==> config.mk <==
export PLATFORM = sky130hd
export DESIGN_NAME = card_dealer
export DESIGN_NICKNAME = d
export VERILOG_FILES = /design/src/rtl/blackjack_pkg.sv /design/src/rtl/deal_arbiter.sv /design/src/rtl/card_dealer.sv
export SDC_FILE = /design/constraint.sdc
export NUM_CORES = 1
export LEC_CHECK = 0
export CAP_MARGIN = 25
export CELL_PAD_IN_SITES_DETAIL_PLACEMENT = 0
export CELL_PAD_IN_SITES_GLOBAL_PLACEMENT = 2
export CORE_ASPECT_RATIO = 0.8
export CORE_MARGIN = 4
export CORE_UTILIZATION = 40
export DETAILED_ROUTE_END_ITERATION = 10
export PLACE_DENSITY = 0.88
export SLEW_MARGIN = 10
export SYNTH_ARGS = -nofsm -noshare
export SYNTH_HDL_FRONTEND = slang
export SYNTH_SLANG_ARGS = --single-unit
==> constraint.sdc <==
create_clock -name clk -period 4.6 [get_ports clk]
set_clock_uncertainty 0.15 [all_clocks]
set_input_delay 0.92 -clock clk [delete_from_list [all_inputs] [get_ports clk]]
set_output_delay 0.92 -clock clk [all_outputs]
set_load 0.01 [all_outputs]
==> src/rtl/blackjack_pkg.sv <==
// blackjack_pkg: shared deck constants, card type, dealer FSM states and index-to-card mapping.
package blackjack_pkg;
   localparam int DECK_SIZE = 52;
   localparam int RANKS     = 13;

   typedef struct packed {
      logic [3:0] rank;
      logic [1:0] suit;
   } card_t;

   typedef enum logic [2:0] {IDLE, REQ, CHECK, SCAN, DEAL} dealer_state_t;

   function automatic card_t idx_to_card(input int idx);
      card_t c;
      c.rank = 4'(idx % RANKS + 1);
      c.suit = 2'(idx / RANKS);
      return c;
   endfunction
endpackage

==> src/rtl/deal_arbiter.sv <==
// deal_arbiter: sticky pending bits for player (0) and dealer (1) with round-robin grant.
module deal_arbiter (
   input  logic       clk,
   input  logic       reset_n,
   input  logic       i_shuffle,
   input  logic [1:0] i_req,
   input  logic [1:0] i_clr,
   input  logic       i_accept,
   output logic       o_grant_valid,
   output logic       o_grant_id
);
   logic [1:0] r_pend;
   logic       r_last;

   always_ff @(posedge clk or negedge reset_n) begin
      if (!reset_n) begin
         r_pend <= '0;
         r_last <= 1'b1;
      end else if (i_shuffle) begin
         r_pend <= '0;
      end else begin
         // a request in the same cycle as its clear re-arms the bit
         r_pend <= (r_pend & ~i_clr) | i_req;
         if (i_accept) r_last <= o_grant_id;
      end
   end

   assign o_grant_valid = |r_pend;
   assign o_grant_id    = (&r_pend) ? ~r_last : r_pend[1];
endmodule

==> src/rtl/card_dealer.sv <==
// card_dealer: deals unique cards from one deck using an external RNG, with retry and linear-scan fallback.
module card_dealer
   import blackjack_pkg::*;
#(
   parameter int DECK_SIZE   = 52,
   parameter int IDX_W       = 6,
   parameter int RETRY_LIMIT = 4
) (
   input  logic             clk,
   input  logic             reset_n,
   input  logic             i_shuffle,
   input  logic             i_player_req,
   input  logic             i_dealer_req,
   output logic             o_rng_request,
   input  logic [IDX_W-1:0] i_rng_value,
   output logic             o_deal_valid,
   output logic             o_deal_error,
   output logic             o_deal_to,
   output logic [3:0]       o_card_rank,
   output logic [1:0]       o_card_suit,
   output logic [IDX_W-1:0] o_cards_left,
   output logic             o_busy
);
   localparam int RW = $clog2(RETRY_LIMIT + 1);

   dealer_state_t          r_state, w_next;
   logic [DECK_SIZE-1:0]   r_used;
   logic [IDX_W-1:0]       r_val, r_idx, r_left;
   logic [RW-1:0]          r_retry;
   logic                   r_who, r_deal_valid, r_deal_error, r_deal_to;
   card_t                  r_card;
   logic                   w_gv, w_gid, w_accept, w_err;
   logic [1:0]             w_clr;
   logic [2**IDX_W-1:0]    w_used_ext;
   logic                   w_val_hit, w_scan_hit, w_last_try;
   logic [IDX_W-1:0]       w_idx_inc, w_val_mod;

   deal_arbiter u_arb (
      .clk           (clk),
      .reset_n       (reset_n),
      .i_shuffle     (i_shuffle),
      .i_req         ({i_dealer_req, i_player_req}),
      .i_clr         (w_clr),
      .i_accept      (w_accept),
      .o_grant_valid (w_gv),
      .o_grant_id    (w_gid)
   );

   // out-of-deck indices read as used, so oversized RNG values are rejected rather than truncated
   assign w_used_ext = {{(2**IDX_W-DECK_SIZE){1'b1}}, r_used};
   assign w_val_hit  = !w_used_ext[r_val];
   assign w_scan_hit = !w_used_ext[r_idx];
   assign w_last_try = (r_retry == RW'(RETRY_LIMIT - 1));
   assign w_idx_inc  = (r_idx == IDX_W'(DECK_SIZE - 1)) ? '0 : r_idx + 1'b1;
   assign w_val_mod  = (r_val >= IDX_W'(DECK_SIZE)) ? r_val - IDX_W'(DECK_SIZE) : r_val;
   assign w_clr      = w_err ? (2'b01 << w_gid) : ((r_state == DEAL) ? (2'b01 << r_who) : 2'b00);

   always_comb begin
      w_next   = r_state;
      w_accept = 1'b0;
      w_err    = 1'b0;
      case (r_state)
         IDLE: begin
            if (w_gv && r_left == '0) w_err = 1'b1;
            else if (w_gv) begin
               w_accept = 1'b1;
               w_next   = REQ;
            end
         end
         REQ:     w_next = CHECK;
         CHECK:   w_next = w_val_hit ? DEAL : (w_last_try ? SCAN : REQ);
         SCAN:    w_next = w_scan_hit ? DEAL : SCAN;
         DEAL:    w_next = IDLE;
         default: w_next = IDLE;
      endcase
   end

   always_ff @(posedge clk or negedge reset_n) begin
      if (!reset_n) begin
         r_state      <= IDLE;
         r_used       <= '0;
         r_left       <= IDX_W'(DECK_SIZE);
         r_val        <= '0;
         r_idx        <= '0;
         r_retry      <= '0;
         r_who        <= 1'b0;
         r_deal_valid <= 1'b0;
         r_deal_error <= 1'b0;
         r_deal_to    <= 1'b0;
         r_card       <= '0;
      end else if (i_shuffle) begin
         r_state      <= IDLE;
         r_used       <= '0;
         r_left       <= IDX_W'(DECK_SIZE);
         r_deal_valid <= 1'b0;
         r_deal_error <= 1'b0;
      end else begin
         r_state      <= w_next;
         r_deal_valid <= (r_state == DEAL);
         r_deal_error <= w_err;
         if (w_accept) begin
            r_who   <= w_gid;
            r_retry <= '0;
         end
         if (w_err) r_deal_to <= w_gid;
         if (r_state == REQ) r_val <= i_rng_value;
         if (r_state == CHECK) begin
            if (w_val_hit) r_idx <= r_val;
            else if (w_last_try) r_idx <= w_val_mod;
            else r_retry <= r_retry + 1'b1;
         end
         if (r_state == SCAN && !w_scan_hit) r_idx <= w_idx_inc;
         if (r_state == DEAL) begin
            r_used[r_idx] <= 1'b1;
            r_left        <= r_left - 1'b1;
            r_deal_to     <= r_who;
            r_card        <= idx_to_card(int'(r_idx));
         end
      end
   end

   assign o_rng_request = (r_state == REQ);
   assign o_busy        = (r_state != IDLE);
   assign o_deal_valid  = r_deal_valid;
   assign o_deal_error  = r_deal_error;
   assign o_deal_to     = r_deal_to;
   assign o_card_rank   = r_card.rank;
   assign o_card_suit   = r_card.suit;
   assign o_cards_left  = r_left;
endmodule
==> run summary <==
Outcome - finished clean
Max-Cap Viols - 0
Die area - 15470 µm²
CTS tree - yes
Number of global-route vias before repair - 4335
P&R area growth vs syn - 14.13%
Fmax - 240.8 MHz
Sequential Power Share - 27.9%
CTS Sinks - 89
FF+latch count, synth - 89
Cells after synthesis - 535
Worst EP required - 4.68 ns
PwrDens - 608.9 nW/µm²
Post-synth EDFFs - 0
Via Count - 4324
Ratio of final minimum period to clock period - 90.27%
Mapped cell area - 5411 µm²
First-pass GRT wire length - 23.42 mm
Tot GR Track Use - 18.74%
Count of pins over their slew limit - 0
Net Count, Synth - 562
Setup_tns - 0 ns
Yosys cell types - 70
Main synth FF type - dfrtp_1
Stages on worst setup path - 19
Largest delay share family, worst path - adder cells
Wire per inst - 18.90 µm
Mux share of post-synthesis cell area - 14.08%
Logic pwr share - 50.8%
Worst Setup Start Kind - register
Adder-cell share of the synthesized area - 3.699%
Number of remaining DRC errors - 0
DRT antenna net count - 0
Layout cells sized above 1 - 15.72%
DR pass1 iterations - 5
DP HPWL - 9.879 mm
Max VDD drop - 252.1 µV
Static leakage power - 2.570 nW
Clock latency on the worst-skew pair - 0.35 ns
Post-CTS sizing - 0
Sw Ratio - 42.07%
Sw Pwr - 1.582 mW
CP bufs+invs - 3
Antenna Cells - 0
Mean Syn Cell Area - 10.11 µm²
Asr flop ratio synth - 100.0%
Worst path max stage delay - 0.37 ns
Die Y - 112.0 µm
Synth Area in XOR/XNOR - 1.618%
Fill cell count - 1254
Chip width - 138.0 µm
Inserted Clock Buffers - 9
Slew @ Worst Pin - 0.9380 ns
Final hold vios - 0
Max H-tree Level - 3
FF-to-FF path depth - 19
Routed WL - 14.01 mm
Worst-path fanout max - 6
Core ar. - 13060 µm²
Cell Chain, Critical Path - clkinv_1, ha_1, o211ai_2, xnor2_1, inv_1, ha_1, a21oi_1, o2111ai_1, nand2_1, xnor2_1, inv_1, ha_1, nand2b_1, o211ai_2, nand2_1, xnor2_1, ha_1, xnor2_1, mux2_2
Setup Fix Bufs, Post-CTS - 0
Maximum root-to-sink buffer count - 2
Clock power share - 21.3%
Final setup fails - 0
# IOs - 28
Largest net degree at the start of global routing - 63
Synth Warn # - 0
GPL Wtd Cong - 0.8508
Iteration-0 DRC Markers - 425
Initial Util - 41.45%
Synth Area in Compound Gates - 18.91%
Final WS setup - 0.4478 ns
Worst hold path stage count - 1
Hold-fix buffers, CTS - 0
Worst hold path class - register to register
Final min period - 4.152 ns
Dpl ws - 0.4855 ns
Post-synthesis sequential area ratio - 41.25%
Headroom to the max-slew limit - 37.40%
Critical path class - register to register
Port Buffers - 27
Vias per cell - 5.835
Clk slew on worst S/H paths - 0.06 ns
Clock root cell - clkbuf_16
RSZ-0062 raised after global routing - no
Row cnt - 37
CP max stage cell - xnor2_1
Total gr overflow - 0
Antenna violations before repair - 0
Nets@finish - 588
Simple-gate share of the synthesized area - 13.32%
Crit end category - register
WP data arrival - 4.24 ns
Largest family of logic cells by synthesized area - compound AO/OA/AOI/OAI gates
Internal power - 2.179 mW
-- Yosys cell counts (all sizes together) (4+ instances only) --
cell | number | area, µm²
a211o | 4 | 35.03
inv | 48 | 180.2
a31oi | 8 | 56.30
o2111ai | 7 | 61.31
a21oi | 36 | 183.9
nor3 | 15 | 75.07
ha | 16 | 200.2
mux4 | 23 | 544.3
xnor2 | 7 | 61.31
dfstp | 4 | 105.1
nor2 | 53 | 198.9
mux2 | 14 | 157.7
nand2 | 27 | 103.9
clkbuf | 11 | 41.29
and3 | 5 | 36.28
o311ai | 4 | 35.04
buf | 21 | 156.4
nand4 | 4 | 25.02
dfrtp | 85 | 2127
nor3b | 5 | 37.54
nand3 | 11 | 60.06
o21ai | 17 | 85.08
nor2b | 5 | 31.28
mux2i | 6 | 60.06
nand2b | 7 | 43.79
o22ai | 36 | 225.2
a221o | 4 | 40.04
-- layout by cell type, fill, tap and decap left out, types with 7 or more instances in the layout --
cell	synthesis	final
a21oi_1	35	35
a31oi_1	7	7
buf_4	6	21
clkbuf_16	0	9
clkdlybuf4s50_1	0	25
dfrtp_1	85	85
ha_1	16	16
inv_1	48	48
mux2_2	14	14
mux4_1	7	7
mux4_2	16	16
nand2_1	26	26
nand2b_1	7	7
nand3_1	10	10
nor2_1	53	53
nor3_1	15	15
o2111ai_1	7	7
o21ai_0	17	17
o22ai_1	36	36
xnor2_1	7	7
-- path summary, 6_finish.rpt --
check | endpoint | slack (ns) | from
worst max-delay path | o_card_rank[2] | 0.45 | r_idx[3]
worst min-delay path | r_retry[2] | 0.33 | r_retry[2]
worst max register to register | o_card_rank[2] | 0.45 | r_idx[3]
worst min register to register | r_retry[2] | 0.33 | r_retry[2]
max in group asynchronous | u_arb.r_last | 2.85 | reset_n
min in group asynchronous | r_used[12] | 0.50 | reset_n
-- power groups by stage --
stage	Clock, mW	Combinational, mW	Sequential (mW)
6_report	0.800	1.91	1.05
4_1_cts	0.827	1.90	1.05
2_1_floorplan	0	1.49	0.981
5_1_grt	0.855	2.12	1.07
3_5_place_dp	0	1.89	1.06
3_3_place_gp	0	1.88	1.06
-- registers in the layout, summed over array words and instances, names as in the netlist, 2 cells and up --
register      flops
o_card_suit       2
r_retry           3
o_cards_left      6
o_card_rank       4
r_val             6
r_idx             6
r_state           3
u_arb.r_pend      2
r_used           52
-- logic make-up after synthesis --
group,after synthesis
compound gates,148
simple gates,147
flops,89
buf+inv,82
mux,43
fa+ha+maj,16
xor+xnor,10
-- layer usage --
metal,track usage (%),up-vias,wire (µm)
met2,29.10,137,6497
met4,3.818,0,174
li1,-,2027,-
met3,4.600,16,754
met1,26.95,2144,6578
met5,0,-,0
-- worst register-to-register path, cell delays in order (launching register included) --
cell and delay [ns]:
dfrtp_1 0.34, clkinv_1 0.08, ha_1 0.26, o211ai_2 0.31, xnor2_1 0.16, inv_1 0.14, ha_1 0.21, a21oi_1 0.09
o2111ai_1 0.29, nand2_1 0.14, xnor2_1 0.37, inv_1 0.11, ha_1 0.20, nand2b_1 0.17, o211ai_2 0.12, nand2_1 0.14
xnor2_1 0.17, ha_1 0.22, xnor2_1 0.11, mux2_2 0.26
-- final cells by class --
type | instances | area, µm² | area share, %
multi-input cells | 364 | 2800 | 45.34
flip-flops and latches | 89 | 2232 | 36.14
clock inverters | 4 | 77.57 | 1.256
clock buffers | 12 | 246.5 | 3.991
well taps | 175 | 219.0 | 3.545
repair buffers | 47 | 412.9 | 6.686
inverters | 50 | 187.7 | 3.039
-- stage by stage --
step | util [%] | cell area [µm²] | power (mW) | hold WS (ns) | instances
final | 47.31 | 6176 | 3.761 | 0.3297 | 741
after global routing | 47.31 | 6176 | 4.042 | 0.3642 | 741
after CTS | 47.31 | 6176 | 3.772 | 0.3368 | 741
after detailed placement | 44.82 | 5852 | 2.948 | 0.3166 | 725
after global placement | 44.82 | 5852 | 2.941 | 0.3109 | 725
after floorplan | - | 5411 | 2.475 | 0.2937 | 535
No activity file was read; power rests on OpenSTA's default activity.
